$ cat src/rtl/axi_arb_pkg.sv
// Shared types for the AXI request arbiter: FSM states, default widths and the
// request bundle a requester presents.
package axi_arb_pkg;

  typedef enum logic [1:0] {
    IDLE  = 2'd0,
    ISSUE = 2'd1,
    WAIT  = 2'd2,
    RESP  = 2'd3
  } arb_state_t;

  localparam int ADDR_W_DEF = 3;
  localparam int DATA_W_DEF = 4;

  typedef struct packed {
    logic                  we;
    logic [ADDR_W_DEF-1:0] addr;
    logic [DATA_W_DEF-1:0] wdata;
  } arb_req_t;

  // Index width for n requesters; a single requester still needs one bit.
  function automatic int idx_w(input int n);
    return (n > 1) ? $clog2(n) : 1;
  endfunction

endpackage

$ cat src/rtl/axi_rr_picker.sv
// Combinational round-robin picker: first set req_valid bit at or above
// rr_ptr, wrapping modulo NUM_REQ. Returns one-hot grant and its index.
module axi_rr_picker
  import axi_arb_pkg::*;
#(
  parameter int NUM_REQ = 2,
  parameter int IDX_W   = idx_w(NUM_REQ)
) (
  input  logic [NUM_REQ-1:0] req_valid,
  input  logic [IDX_W-1:0]   rr_ptr,
  output logic [NUM_REQ-1:0] grant,
  output logic [IDX_W-1:0]   grant_idx,
  output logic               any
);

  always_comb begin
    int j;
    j         = 0;
    grant     = '0;
    grant_idx = '0;
    any       = 1'b0;
    for (int k = 0; k < NUM_REQ; k++) begin
      // rr_ptr never exceeds NUM_REQ-1, so one subtraction wraps the sum.
      j = int'(rr_ptr) + k;
      if (j >= NUM_REQ) j = j - NUM_REQ;
      if (!any && req_valid[j]) begin
        any       = 1'b1;
        grant[j]  = 1'b1;
        grant_idx = IDX_W'(j);
      end
    end
  end

endmodule

$ cat src/rtl/axi_req_arbiter.sv
// Round-robin arbiter sharing one single-beat AXI master among NUM_REQ
// requesters. Optional response timeout via macro AXI_ARB_TIMEOUT_EN.
//
// state | meaning
// IDLE  | arbitrate; on a grant latch the request and pulse req_ready
// ISSUE | drive a single m_wr_en or m_rd_en pulse
// WAIT  | wait for the matching completion (or timeout when enabled)
// RESP  | rsp_valid pulse to the granted requester with rdata/err
module axi_req_arbiter
  import axi_arb_pkg::*;
#(
  parameter int NUM_REQ = 2,
  parameter int ADDR_W  = ADDR_W_DEF,
  parameter int DATA_W  = DATA_W_DEF,
  parameter int TMO_CYC = 15
) (
  input  logic                        clk,
  input  logic                        reset_n,
  input  logic [NUM_REQ-1:0]          req_valid,
  input  logic [NUM_REQ-1:0]          req_we,
  input  logic [NUM_REQ*ADDR_W-1:0]   req_addr,
  input  logic [NUM_REQ*DATA_W-1:0]   req_wdata,
  output logic [NUM_REQ-1:0]          req_ready,
  output logic [NUM_REQ-1:0]          rsp_valid,
  output logic [DATA_W-1:0]           rsp_rdata,
  output logic                        rsp_err,
  output logic                        m_wr_en,
  output logic                        m_rd_en,
  output logic [ADDR_W-1:0]           m_addr,
  output logic [DATA_W-1:0]           m_wdata,
  input  logic                        m_b_valid,
  input  logic                        m_b_response,
  input  logic                        m_rd_valid,
  input  logic [DATA_W-1:0]           m_rdata
);

  localparam int IDX_W = idx_w(NUM_REQ);

  arb_state_t         state;
  logic [IDX_W-1:0]   rr_ptr;
  logic [NUM_REQ-1:0] gnt_oh;
  logic               cur_we;

  logic [NUM_REQ-1:0] pick_oh;
  logic [IDX_W-1:0]   pick_idx;
  logic               pick_any;
  logic               done;

  axi_rr_picker #(
    .NUM_REQ (NUM_REQ),
    .IDX_W   (IDX_W)
  ) u_picker (
    .req_valid (req_valid),
    .rr_ptr    (rr_ptr),
    .grant     (pick_oh),
    .grant_idx (pick_idx),
    .any       (pick_any)
  );

  // Only the completion matching the issued direction counts.
  assign done = cur_we ? m_b_valid : m_rd_valid;

`ifdef AXI_ARB_TIMEOUT_EN
  localparam int TMO_W = $clog2(TMO_CYC + 1);
  logic [TMO_W-1:0] tmo_cnt;
`else
  logic unused_tmo;
  assign unused_tmo = (TMO_CYC != 0);
`endif

  always_ff @(posedge clk or negedge reset_n) begin
    if (!reset_n) begin
      state     <= IDLE;
      rr_ptr    <= '0;
      gnt_oh    <= '0;
      cur_we    <= 1'b0;
      req_ready <= '0;
      rsp_valid <= '0;
      rsp_rdata <= '0;
      rsp_err   <= 1'b0;
      m_wr_en   <= 1'b0;
      m_rd_en   <= 1'b0;
      m_addr    <= '0;
      m_wdata   <= '0;
`ifdef AXI_ARB_TIMEOUT_EN
      tmo_cnt   <= '0;
`endif
    end else begin
      req_ready <= '0;
      rsp_valid <= '0;
      m_wr_en   <= 1'b0;
      m_rd_en   <= 1'b0;
      case (state)
        IDLE: begin
          if (pick_any) begin
            req_ready <= pick_oh;
            gnt_oh    <= pick_oh;
            cur_we    <= req_we[pick_idx];
            m_addr    <= req_addr[pick_idx*ADDR_W +: ADDR_W];
            m_wdata   <= req_wdata[pick_idx*DATA_W +: DATA_W];
            rr_ptr    <= (pick_idx == IDX_W'(NUM_REQ - 1)) ? '0 : pick_idx + IDX_W'(1);
            state     <= ISSUE;
          end
        end
        ISSUE: begin
          m_wr_en <= cur_we;
          m_rd_en <= ~cur_we;
`ifdef AXI_ARB_TIMEOUT_EN
          tmo_cnt <= '0;
`endif
          state   <= WAIT;
        end
        WAIT: begin
          if (done) begin
            rsp_valid <= gnt_oh;
            rsp_err   <= cur_we & m_b_response;
            rsp_rdata <= cur_we ? '0 : m_rdata;
            state     <= RESP;
          end
`ifdef AXI_ARB_TIMEOUT_EN
          else if (tmo_cnt == TMO_W'(TMO_CYC - 1)) begin
            rsp_valid <= gnt_oh;
            rsp_err   <= 1'b1;
            rsp_rdata <= '0;
            state     <= RESP;
          end else begin
            tmo_cnt <= tmo_cnt + TMO_W'(1);
          end
`endif
        end
        RESP: begin
          state <= IDLE;
        end
        default: begin
          state <= IDLE;
        end
      endcase
    end
  end

endmodule

$ cat config.mk
export PLATFORM = sky130hd
export DESIGN_NAME = axi_req_arbiter
export DESIGN_NICKNAME = d
export VERILOG_FILES = /design/src/rtl/axi_arb_pkg.sv /design/src/rtl/axi_rr_picker.sv /design/src/rtl/axi_req_arbiter.sv
export SDC_FILE = /design/constraint.sdc
export NUM_CORES = 1
export LEC_CHECK = 0
export BUFFER_PORTS_ARGS = -buffer_cell sky130_fd_sc_hd__buf_2
export CAP_MARGIN = 20
export CORE_MARGIN = 3
export CORE_UTILIZATION = 51
export CTS_CLUSTER_DIAMETER = 50
export DETAILED_ROUTE_END_ITERATION = 8
export GPL_TIMING_DRIVEN = 0
export PLACE_DENSITY = 0.86
export SLEW_MARGIN = 20
export SYNTH_ARGS = -nofsm -noshare
export SYNTH_HDL_FRONTEND = slang
export SYNTH_HIERARCHICAL = 1
export SYNTH_SLANG_ARGS = --single-unit
$ cat constraint.sdc
create_clock -name clk -period 4.2 [get_ports clk]
set_clock_uncertainty 0.05 [all_clocks]
set_input_delay 0.84 -clock clk [delete_from_list [all_inputs] [get_ports clk]]
set_output_delay 0.84 -clock clk [all_outputs]
set_load 0.005 [all_outputs]
==> results_dict.tcl, run 1 <==
set metrics [dict create \
    status "finished, final reports clean" \
    path_clk_slew_ps 130 \
    synth_top_area_share_pct 52.9 \
    critical-path-max-stage-delay_ps 380 \
    grt_pass1_wl_microns 3660 \
    synth_area_per_cell_sq_um 11.8 \
    drtIter0Drc 3 \
    cp_cell_sequence "buf_2 -> or2_1 -> nand2_1 -> clkbuf_1 -> mux2_2" \
    fp.dieArea_sq_um 2830 \
    vias 839 \
    die_w_microns 53.2 \
    final.min_clock_period_ps 1880 \
    synth_seq_cells 24 \
    wl_per_cell_microns 12.7 \
    post_cts_buffers 0 \
    fmax_ghz 0.533 \
    critPathKind "primary input to register" \
    root_buffer "clkbuf_4" \
    grt.overflow.total 0 \
    timing.rr.start "state[0]" \
    antenna_found_initial 0 \
    slew-limit-headroom_pct 65.8 \
    hold_buffers 0 \
    htree_levels 1 \
    grt_max_degree 25 \
    drv_slew 0 \
    ir_drop_uv 407 \
    track_usage_pct 18.2 \
    hpwl_microns 1730 \
    cts_resized 0 \
    portBuffers 44 \
    fillers 162 \
    rows 16 \
    drtAntennaViolNets 0 \
    die_y_microns 53.2 \
    ios 45 \
    setup_tns_ps 0 \
    rsz0062_at_grt "no" \
    drc 0 \
    synth_area_leaders "dfrtp_1, mux2i_1, ha_1" \
    total_power_w 0.000927 \
    cp-end-kind "register" \
    synth_area_leader_cell "dfrtp_1" \
    drive_gt1_share_pct 45.8 \
    coreArea_sq_um 2040 \
    seq_area_frac_synth_pct 52.9 \
    cp_data_required_time_ps 4370 \
    numCtsBuffers 3 \
    power.leakage_nw 0.805 \
    reg2regPathDepth 5 \
    cts_buffer_depth 2 \
    cp_slowest_cell "mux2_2" \
    arrival_ps 2040 \
    drt-pass1-iter-count 4 \
    tightestPinTransition_ps 512 \
    syn_area_sq_um 1140 \
    gp_congestion 0.772 \
    grt_pass1_vias 856 \
    min_path_type "primary input to asynchronous set/reset pin" \
    synthDistinctLibCells 25 \
    period_share_pct 44.6 \
    cts_tree "built" \
    start_kind "primary input" \
    syn_to_final_growth_pct 27.0 \
    nets 177 \
    finalSetupViolCount 0 \
    drv_cap 0 \
    post_synth_inst_count 96 \
    synth_fp_nets 128 \
    finalWirelength_microns 2170 \
    finalHoldViolations 0 \
    power.density_nw_per_um2 643 \
    clk_latency_ps 310 \
    r2r_end "gnt_oh[1]" \
    cts_sinks 24 \
    multiInputGateArea_sq_um 485 \
    insertedDiodeCount 0 \
    ff_latch_area_sq_um 601 \
    start_util_pct 55.6 \
    yosysWarnings 6 \
    viasPerCell 4.91 \
    critical_path.max_fanout 10 \
    reg2reg_setup_slack_ps 2530 \
]
-- Yosys cell counts --
cell type / number
a21o_1: 1
clkbuf_1: 2
ha_1: 5
inv_1: 4
and3_1: 2
nor2b_1: 1
a21oi_1: 1
and4_2: 1
mux2_2: 2
buf_6: 2
dfrtp_1: 24
and2b_2: 5
a21o_2: 1
nor2_1: 3
o21ai_0: 9
nand2_1: 12
mux2i_2: 1
nand2b_1: 1
or2_1: 1
mux2_4: 4
a2bb2oi_1: 1
mux2i_1: 8
buf_2: 1
a21boi_0: 3
and2_2: 1
-- worst max-delay path, delay by kind of cell --
| kind | cells | cell delay, ps |
|---|---|---|
| buf+inv | 2 | 440 |
| simple gates | 2 | 380 |
| mux | 1 | 380 |
-- power by group --
group          switching [W]  internal [W]  total (W)
Combinational       0.000182      0.000207   0.000389
Clock              0.0000670     0.0000965   0.000164
Sequential         0.0000469      0.000328   0.000375
Total               0.000296      0.000632   0.000927
-- routing by layer --
layer	global-route usage, %	up-vias	wire (microns)	part of all wire (%)
met4	9.36	0	42	1.9
met5	0	-	0	0
li1	-	413	-	-
met2	31.0	17	1190	55
met3	4.23	6	89	4.1
met1	21.1	403	857	39
-- kinds of logic after synthesis --
kind of cell | Yosys count | synth area share [%]
AND/OR/NAND/NOR | 27 | 13.1
flip-flops | 24 | 52.9
AO/OA/AOI/OAI | 16 | 8.59
multiplexers | 15 | 15.5
buffers and inverters | 9 | 4.40
adder cells (fa/ha/maj) | 5 | 5.51
-- per-stage QoR --
stage | worst slack, ps | instances | utilization (%) | hold WS, ps | cell area [sq um]
4_1_cts | 2340 | 171 | 70.6 | 443 | 1440
5_1_grt | 2250 | 171 | 70.6 | 446 | 1440
6_report | 2320 | 171 | 70.6 | 424 | 1440
3_5_place_dp | 1990 | 167 | 68.1 | 416 | 1390
3_3_place_gp | 2030 | 167 | 68.1 | 410 | 1390
2_1_floorplan | 2290 | 96 | - | 399 | 1140
-- final cells by class --
class	count	area share, %
Sequential cell	24	41.6
Timing Repair Buffer	44	15.3
Clock inverter	1	2.08
Clock buffer	3	1.56
Inverter	4	1.04
Buffer	5	2.43
Tap cell	27	2.34
Multi-Input combinational cell	63	33.7
-- state kept, by name, indices dropped and copies added, names as in the netlist --
name,cells
m_wdata,4
rsp_rdata,4
m_addr,3
gnt_oh,2
req_ready,2
rsp_valid,2
state,2
cur_we,1
m_rd_en,1
m_wr_en,1
rr_ptr,1
rsp_err,1
-- worst max path at each step --
| stage | startpoint | end | slack [ps] | cells past startpoint |
|---|---|---|---|---|
| after global routing | req_valid[1] | gnt_oh[1] | 2250 | 5 |
| after CTS | req_valid[1] | gnt_oh[1] | 2340 | 5 |
| after floorplan | req_valid[1] | gnt_oh[1] | 2290 | 4 |
| after detailed placement | req_valid[1] | gnt_oh[1] | 1990 | 5 |
| final | req_valid[1] | gnt_oh[1] | 2320 | 5 |
| after global placement | req_valid[1] | gnt_oh[1] | 2030 | 5 |
-- layout by cell type (no fill, tap or decap), drive strengths merged --
| cell | count |
|---|---|
| a21oi | 1 |
| dfrtp | 24 |
| and2 | 1 |
| inv | 4 |
| mux2i | 9 |
| a21o | 2 |
| nor2b | 1 |
| and3 | 2 |
| a21boi | 3 |
| o21ai | 9 |
| bufinv | 1 |
| and4 | 1 |
| buf | 47 |
| or2 | 1 |
| nand2b | 1 |
| ha | 5 |
| clkbuf | 5 |
| a2bb2oi | 1 |
| nor2 | 3 |
| nand2 | 12 |
| and2b | 5 |
| mux2 | 6 |
Note: power is estimated with default switching activity, not from simulation.
==> inputs of run 2 (changes only) <==
Settings changed: CORE_UTILIZATION 51 to 42, PLACE_DENSITY 0.86 to 0.76.
Clock period 4.2 ns to 1.7 ns, I/O delays scaled along.
==> run 2 against run 1 <==
Net effect:
- cell area decreased by 1.0%
- register-to-register slack got worse by 2400 ps
- via count decreased by 0.60%
- power increased by 130%
- critical endpoint is now state[1]
==> results_dict.tcl, run 2 (same netlist as run 1, synthesis figures left out) <==
set metrics [dict create \
    busiest_layer "met2" \
    grt_pass1_vias 882 \
    dp_slack_ps -4.46 \
    finalWorstSetupSlack_ps 129 \
    drv_slew 0 \
    start_kind "register" \
    cts_sinks 24 \
    finalSetupViolCount 0 \
    drtAntennaViolNets 0 \
    portBuffers 44 \
    fmax_ghz 0.637 \
    drv_cap 0 \
    insertedDiodeCount 0 \
    start_util_pct 45.0 \
    vias 834 \
    drc 0 \
    path_clk_slew_ps 120 \
    tightestPinTransition_ps 530 \
    viasPerCell 4.79 \
    arrival_ps 1720 \
    hpwl_microns 1740 \
    cp_data_required_time_ps 1850 \
    track_usage_pct 14.5 \
    power.leakage_nw 0.797 \
    antenna_found_initial 0 \
    met2_usage_pct 26.1 \
    grt_max_degree 25 \
    grt_pass1_wl_microns 3790 \
    rsz0062_at_grt "no" \
    coreArea_sq_um 2520 \
    drt-pass1-iter-count 4 \
    drtIter0Drc 17 \
    critPathKind "register to register" \
    cp-end-kind "register" \
    fp.dieArea_sq_um 3370 \
    final_cell_mix "buf_2, dfrtp_1, nand2_1" \
    rows 18 \
    die_y_microns 58.0 \
    nets 178 \
    root_buffer "clkbuf_4" \
    period_share_pct 92.4 \
    ios 45 \
    post_cts_buffers 0 \
    wl_per_cell_microns 12.5 \
    clk_latency_ps 300 \
    ir_drop_uv 766 \
    cts_tree "built" \
    cts_buffer_depth 2 \
    final.min_clock_period_ps 1570 \
    finalWirelength_microns 2180 \
    numCtsBuffers 3 \
    total_power_w 0.00211 \
    drive_gt1_share_pct 45.8 \
    finalHoldViolations 0 \
    final_common_cell "buf_2" \
    power.density_nw_per_um2 1480 \
    fin_util_pct 56.6 \
    htree_levels 1 \
    met3_usage_pct 3.12 \
    syn_to_final_growth_pct 25.7 \
    top_regs "m_wdata: 4 flops, rsp_rdata: 4 flops, m_addr: 3 flops" \
    grt.overflow.total 0 \
    die_w_microns 58.0 \
    gp_congestion 0.697 \
    status "finished, final reports clean" \
    min_path_type "primary input to register" \
    critical_path.max_fanout 4 \
    grt_use_met1_pct 17.5 \
    slew-limit-headroom_pct 64.7 \
]
## run 2: report_power, final
part           internal, W  switching (W)  total, W
clock network    0.0000825       0.000151  0.000233
registers         0.000810       0.000117  0.000928
logic             0.000515       0.000432  0.000948
total              0.00141       0.000700   0.00211
## run 2: worst paths after layout
kind / depth (start not counted) / to / start / slack (ps)
max: 5 / state[1] / state[0] / 130
min reg2reg: 2 / m_addr[0] / m_addr[0] / 440
min in group asynchronous: 2 / gnt_oh[1] / reset_n / 470
max in group asynchronous: 2 / m_addr[0] / reset_n / 770
min: 3 / m_wdata[2] / req_wdata[2] / 270
max reg2reg: 5 / state[1] / state[0] / 130
## run 2: routing by layer
| metal | part of all wire [%] | vias to the layer above |
|---|---|---|
| li1 | - | 417 |
| met1 | 40 | 401 |
| met2 | 55 | 16 |
| met3 | 5.1 | 0 |
| met4 | 0 | 0 |
| met5 | 0 | - |
## run 2: cell type report
cell class	count	area [sq um]
plain buffers	5	36.3
clock buffers	3	22.5
fillers	222	1090
inverters	4	15.0
multi-input cells	63	485
flip-flops and latches	24	601
well taps	30	37.5
repair buffers	45	230
## run 2: critical path, stage by stage, from the launching register on
cell and delay [ps]:
dfrtp_1 400, inv_1 100, ha_1 240, nor2b_1 140
a21oi_1 190, mux2_2 360
## run 2: repair_timing
item / 4_1_cts / 5_1_grt
hold buffers: 1 / 0
endpoints found under the setup margin: 0 / 1
hold endpoints to repair: 24 / 0
gates resized for setup: 0 / 2
## run 2: per-stage QoR
step                      cells  cell area (sq um)  hold slack, ps  setup TNS (ps)
after floorplan              96               1140           -5.59               0
after global placement      170               1390             294               0
after detailed placement    170               1390             303           -4.46
after CTS                   174               1430             257               0
after global routing        174               1430             259               0
final                       174               1430             274               0
